$ cat config.mk
export PLATFORM = sky130hd
export DESIGN_NAME = frame_energy_meter
export DESIGN_NICKNAME = d
export VERILOG_FILES = /design/src/rtl/frame_energy_meter.sv
export SDC_FILE = /design/constraint.sdc
export NUM_CORES = 2
export LEC_CHECK = 0
export CAP_MARGIN = 5
export CELL_PAD_IN_SITES_DETAIL_PLACEMENT = 2
export CELL_PAD_IN_SITES_GLOBAL_PLACEMENT = 2
export CORE_UTILIZATION = 42
export CTS_CLUSTER_SIZE = 16
export DETAILED_ROUTE_END_ITERATION = 8
export GPL_TIMING_DRIVEN = 0
export PLACE_DENSITY = 0.95
export SYNTH_ARGS = -nofsm -noshare
export SYNTH_HDL_FRONTEND = slang
export SYNTH_SLANG_ARGS = --single-unit
$ cat constraint.sdc
create_clock -name clk_i -period 14.68 [get_ports clk_i]
set_input_delay 2.936 -clock clk_i [delete_from_list [all_inputs] [get_ports clk_i]]
set_output_delay 2.936 -clock clk_i [all_outputs]
set_load 0.02 [all_outputs]
$ cat src/rtl/frame_energy_meter.sv
// frame_energy_meter
// Drains one ping-pong buffer per ram_buffer_ready_i pulse and publishes the
// frame's sum of squares, mean square and saturated absolute peak with a
// one-cycle result_valid_o strobe. Two-stage datapath: stage 1 squares the
// sample and takes its magnitude, stage 2 accumulates and tracks the peak.
module frame_energy_meter #(
    parameter int SAMPLE_W  = 24,
    parameter int FRAME_LEN = 32,
    localparam int ENERGY_W = 2 * SAMPLE_W + $clog2(FRAME_LEN)
) (
    input  logic                  clk_i,
    input  logic                  rst_ni,
    input  logic [SAMPLE_W-1:0]   ram_read_data_i,
    input  logic                  ram_read_valid_i,
    output logic                  ram_read_ready_o,
    input  logic                  ram_buffer_ready_i,
    output logic [ENERGY_W-1:0]   energy_o,
    output logic [2*SAMPLE_W-1:0] mean_sq_o,
    output logic [SAMPLE_W-2:0]   peak_o,
    output logic                  result_valid_o,
    output logic [15:0]           frame_count_o,
    output logic                  overrun_o
);

    localparam int CNT_W = $clog2(FRAME_LEN);
    localparam int SQ_W  = 2 * SAMPLE_W;
    localparam int MAG_W = SAMPLE_W - 1;

    typedef enum logic [1:0] {
        ST_IDLE  = 2'd0,
        ST_READ  = 2'd1,
        ST_DRAIN = 2'd2
    } state_e;

    // Control state
    state_e              state_q;
    logic                ready_q;
    logic [CNT_W-1:0]    cnt_q;
    logic                overrun_q;

    // Stage 1 registers
    logic                s1_valid_q;
    logic                s1_last_q;
    logic [SQ_W-1:0]     s1_sq_q;
    logic [MAG_W-1:0]    s1_mag_q;

    // Stage 2 running state and published results
    logic [ENERGY_W-1:0] acc_q;
    logic [MAG_W-1:0]    peak_run_q;
    logic [ENERGY_W-1:0] energy_q;
    logic [SQ_W-1:0]     mean_sq_q;
    logic [MAG_W-1:0]    peak_q;
    logic                result_valid_q;
    logic [15:0]         frame_count_q;

    // Combinational helpers
    logic                handshake;
    logic                frame_start;
    logic                last_sample;
    logic [SQ_W-1:0]     sample_sq_d;
    logic [MAG_W-1:0]    sample_mag_d;
    logic [ENERGY_W-1:0] acc_sum_d;
    logic [MAG_W-1:0]    peak_next_d;

    assign handshake   = ram_read_valid_i && ready_q;
    assign frame_start = (state_q == ST_IDLE) && ram_buffer_ready_i;
    assign last_sample = (cnt_q == CNT_W'(FRAME_LEN - 1));

    // Square of the raw signed sample and its magnitude saturated to MAG_W bits
    always_comb begin
        logic signed [SAMPLE_W-1:0] sample_s;
        logic signed [SQ_W-1:0]     sample_ext;
        logic signed [SQ_W-1:0]     prod;
        logic        [SAMPLE_W-1:0] neg_val;
        // NOTE: every combinational output gets a default first so no path
        // leaves it unassigned and a latch is never inferred.
        sample_mag_d = '0;
        sample_s     = $signed(ram_read_data_i);
        sample_ext   = SQ_W'(sample_s);
        prod         = sample_ext * sample_ext;
        sample_sq_d  = $unsigned(prod);
        neg_val      = ~ram_read_data_i + SAMPLE_W'(1);
        if (!ram_read_data_i[SAMPLE_W-1]) begin
            sample_mag_d = ram_read_data_i[MAG_W-1:0];
        end else if (ram_read_data_i[MAG_W-1:0] == '0) begin
            // Most negative code has no positive twin; clamp to full scale.
            sample_mag_d = '1;
        end else begin
            sample_mag_d = neg_val[MAG_W-1:0];
        end
    end

    // Stage 2 arithmetic: next accumulator and next running peak
    always_comb begin
        acc_sum_d   = acc_q + ENERGY_W'(s1_sq_q);
        peak_next_d = (s1_mag_q > peak_run_q) ? s1_mag_q : peak_run_q;
    end

    // Frame FSM: IDLE waits for a buffer, READ takes FRAME_LEN samples, DRAIN
    // lets the pipeline finish; ready and overrun are registered here
    always_ff @(posedge clk_i) begin
        if (!rst_ni) begin
            state_q   <= ST_IDLE;
            ready_q   <= 1'b0;
            cnt_q     <= '0;
            overrun_q <= 1'b0;
        end else begin
            // NOTE: sequential state uses non-blocking assignments so every
            // register samples the pre-edge values of the others.
            case (state_q)
                ST_IDLE: begin
                    if (ram_buffer_ready_i) begin
                        state_q <= ST_READ;
                        ready_q <= 1'b1;
                        cnt_q   <= '0;
                    end
                end
                ST_READ: begin
                    if (ram_buffer_ready_i) begin
                        overrun_q <= 1'b1;
                    end
                    if (handshake) begin
                        cnt_q <= cnt_q + CNT_W'(1);
                        if (last_sample) begin
                            state_q <= ST_DRAIN;
                            ready_q <= 1'b0;
                        end
                    end
                end
                ST_DRAIN: begin
                    if (ram_buffer_ready_i) begin
                        overrun_q <= 1'b1;
                    end
                    state_q <= ST_IDLE;
                end
                default: begin
                    state_q <= ST_IDLE;
                    ready_q <= 1'b0;
                end
            endcase
        end
    end

    // Stage 1: capture square, magnitude and last flag on each handshake
    always_ff @(posedge clk_i) begin
        if (!rst_ni) begin
            s1_valid_q <= 1'b0;
            s1_last_q  <= 1'b0;
            s1_sq_q    <= '0;
            s1_mag_q   <= '0;
        end else begin
            s1_valid_q <= handshake;
            if (handshake) begin
                s1_last_q <= last_sample;
                s1_sq_q   <= sample_sq_d;
                s1_mag_q  <= sample_mag_d;
            end
        end
    end

    // Stage 2: accumulate, track peak, publish results on the last sample
    always_ff @(posedge clk_i) begin
        if (!rst_ni) begin
            acc_q          <= '0;
            peak_run_q     <= '0;
            energy_q       <= '0;
            mean_sq_q      <= '0;
            peak_q         <= '0;
            result_valid_q <= 1'b0;
            frame_count_q  <= '0;
        end else begin
            result_valid_q <= 1'b0;
            if (frame_start) begin
                acc_q      <= '0;
                peak_run_q <= '0;
            end else if (s1_valid_q) begin
                acc_q      <= acc_sum_d;
                peak_run_q <= peak_next_d;
                if (s1_last_q) begin
                    energy_q       <= acc_sum_d;
                    mean_sq_q      <= acc_sum_d[ENERGY_W-1:CNT_W];
                    peak_q         <= peak_next_d;
                    result_valid_q <= 1'b1;
                    frame_count_q  <= frame_count_q + 16'd1;
                end
            end
        end
    end

    assign ram_read_ready_o = ready_q;
    assign energy_o         = energy_q;
    assign mean_sq_o        = mean_sq_q;
    assign peak_o           = peak_q;
    assign result_valid_o   = result_valid_q;
    assign frame_count_o    = frame_count_q;
    assign overrun_o        = overrun_q;

endmodule

==> impl_metrics.env <==
export IMPL_report_final_hold_viol_count=0
export IMPL_ant_nets=0
export IMPL_drive_above_1_share_pct=2.681
export IMPL_ys_ff_latch=250
export IMPL_wire_per_inst_um=37.79
export IMPL_gp_congestion=0.9418
export IMPL_use_met2_pct=75.57
export IMPL_grt_pass1_wl_um=263700
export IMPL_dieArea_um2=77420
export IMPL_hpwl_um=124400
export IMPL_fin_crit_sh_pct=97.69
export IMPL_floorplan_initialDensity_pct=42.76
export IMPL_path_buf_inv=10
export IMPL_r2r_slack_ns=10.28
export IMPL_final_setup_viol_count=0
export IMPL_hold_path_class="reg2reg"
export IMPL_cts_tree="done"
export IMPL_grt_pass1_vias=36887
export IMPL_tightest_slew_ns=1.483
export IMPL_core_area_um2=74950
export IMPL_slowest_delay_ns=1.02
export IMPL_startpoint="ram_read_data_i[23]"
export IMPL_antenna_found_initial=23
export IMPL_cts_resized=0
export IMPL_path_clk_slew_ns=0.07
export IMPL_grt_use_met1_pct=48.68
export IMPL_num_vias=31573
export IMPL_status="finished, violations left"
export IMPL_violations="capacitance limit"
export IMPL_post_cts_repair_setup_buffers=0
export IMPL_min_delay_start="peak_run_q[17]$_SDFFE_PP0P_"
export IMPL_numCtsBuffers=26
export IMPL_layout_nets=4671
export IMPL_period_needed_ns=14.34
export IMPL_yosysWarnings=0
export IMPL_drt_first_pass_iters=6
export IMPL_cts_sinks=250
export IMPL_endpoint_kind="flop"
export IMPL_port_buffers=165
export IMPL_area_delta_synth_final_pct=11.69
export IMPL_io_pins=171
export IMPL_cp_start_kind="primary input"
export IMPL_worstSkewPairLatency_ns=0.61
export IMPL_holdBufCountCts=0
export IMPL_arrival_ns=14.83
export IMPL_syn_area_um2=32050
export IMPL_cpMaxStageDelayCell="fa_1"
export IMPL_avgSynthCellArea_um2=8.736
export IMPL_multiInputGateArea_um2=23360
export IMPL_drc=0
export IMPL_clock_path_buffers=3
export IMPL_dp_cells=4803
export IMPL_yosys_most_used_dff="dfxtp_1"
export IMPL_dr_first_iter_drc_count=3104
export IMPL_critical_path_class="in2reg"
export IMPL_final_cells=4857
export IMPL_rsz0062_at_grt="false"
export IMPL_fillCellCount=8037
export IMPL_register_area_um2=5005
export IMPL_crit_fanout=10
export IMPL_ys_seq_area_share_pct=15.62
export IMPL_slew_viol_final=0
export IMPL_die_x_um=278.2
export IMPL_relSlewSlack_pct=0.5485
export IMPL_htreeDepth=1
export IMPL_synth_edf_count=0
export IMPL_viasPerCell=6.501
export IMPL_syn_inst=3669
export IMPL_async_flop_share_pct=0
export IMPL_grt_overflow=0
export IMPL_syn_num_nets=4478
export IMPL_grt_max_degree=14
export IMPL_grt_use_met3_pct=19.21
export IMPL_drv_cap=1
export IMPL_grt_busiest_layer="met2"
export IMPL_ys_types=72
export IMPL_crit_top_cell="fa_1"
export IMPL_cp_top_family="adder cells"
export IMPL_routed_wl_um=183500
export IMPL_clock_skew_ns=0.04780
export IMPL_rows=100
export IMPL_cts_root_buf="clkbuf_16"
export IMPL_track_usage_pct=47.69
export IMPL_fp_dieH_um=278.2
export IMPL_worstPathRequired_ns=15.17
export IMPL_clock_fmax_ghz=0.06973
export IMPL_tns_ns=0
export IMPL_worstReg2RegStart="s1_sq_q[2]$_SDFFE_PN0P_"
[synth_stat cells (all sizes together) (24+ instances only)]
| cell | count | area share, % |
|---|---|---|
| a211oi | 24 | 0.56 |
| a21o | 37 | 0.87 |
| a21oi | 275 | 4.3 |
| and2 | 97 | 1.9 |
| buf | 69 | 1.4 |
| clkbuf | 148 | 1.7 |
| dfxtp | 250 | 16 |
| fa | 554 | 35 |
| ha | 227 | 8.9 |
| inv | 709 | 8.3 |
| mux2i | 48 | 1.5 |
| nand2 | 439 | 5.1 |
| nand3 | 58 | 0.91 |
| nand4 | 25 | 0.49 |
| nor2 | 175 | 2.0 |
| nor2b | 27 | 0.53 |
| nor3 | 45 | 0.70 |
| o21ai | 113 | 1.8 |
| xnor2 | 91 | 2.5 |
| xor2 | 44 | 1.2 |
[per-layer routing]
layer | vias to the layer above | part of all wire [%]
met5 | - | 0.13
met4 | 24 | 11
met3 | 1301 | 11
met2 | 2510 | 45
met1 | 15916 | 33
li1 | 11822 | -
[logic make-up (layout without fill, tap and decap cells)]
logic type,after synthesis,count (layout),synth area share (%)
compound gates,585,585,10.97
xor+xnor,135,135,3.689
fa+ha+maj,781,781,43.47
buf+inv,930,1140,11.49
flops,250,250,15.62
mux,49,49,1.534
other cells,0,9,0
simple gates,939,939,13.23
[flip-flops by register name, indices dropped and copies added (netlist names)]
register	cells
s1_mag_q	23
cnt_q	5
s1_valid_q	1
state_q	2
energy_o	53
acc_q	53
frame_count_o	16
result_valid_o	1
s1_last_q	1
peak_o	23
overrun_o	1
s1_sq_q	47
ram_read_ready_o	1
peak_run_q	23
[placed cells by master, fill, tap and decap left out, drive strengths merged, types with 24 or more instances in the layout]
| master | n |
|---|---|
| inv | 709 |
| xor2 | 44 |
| and2 | 97 |
| mux2i | 48 |
| a21o | 37 |
| xnor2 | 91 |
| clkbuf | 186 |
| nor3 | 45 |
| nor2b | 27 |
| nand2 | 439 |
| nor2 | 175 |
| a211oi | 24 |
| a21oi | 275 |
| fa | 554 |
| nand4 | 25 |
| dfxtp | 250 |
| buf | 69 |
| o21ai | 113 |
| nand3 | 58 |
| clkdlybuf4s50 | 165 |
| ha | 227 |
[layout make-up]
class / instances / share of cell area [%]
clock buffer: 38 / 2.055
timing repair buffer: 165 / 4.614
clock inverter: 7 / 0.3460
multi-input combinational: 2489 / 65.26
sequential: 250 / 13.98
buffer: 217 / 2.814
inverter: 713 / 7.476
tap: 969 / 3.387
antenna: 9 / 0.06292
[worst paths after layout]
check                                                   end  depth (start not counted)
worst max-delay path               s1_sq_q[44]$_SDFFE_PN0P_                         27
worst min-delay path            peak_run_q[17]$_SDFFE_PP0P_                          2
worst max register to register       acc_q[47]$_SDFFE_PP0P_                         11
worst min register to register  peak_run_q[17]$_SDFFE_PP0P_                          2
[worst register-to-register path, stage by stage, from the launching register on]
cell and delay [ns]:
dfxtp_1 0.34, ha_1 0.35, a31oi_1 0.17, a22oi_1 0.61
or3b_1 0.42, a311oi_1 0.76, o211ai_1 0.28, a31oi_1 0.41
o22ai_1 0.21, xnor2_1 0.44, mux2i_1 0.19, nor2_1 0.17
[through the flow]
stage	hold WS [ns]	instance area (um2)	util, %	setup WS, ns
floorplan	0.4362	32050	-	4.816
global placement	0.4416	34910	46.59	1.892
detailed placement	0.4521	34910	46.59	1.264
CTS	0.4694	35770	47.73	1.419
global route	0.4902	35770	47.73	0.4969
finish	0.4692	35800	47.76	0.3398
Power is not shown: default switching activity piles up to over one toggle a cycle in this logic, so the estimate is an artifact.
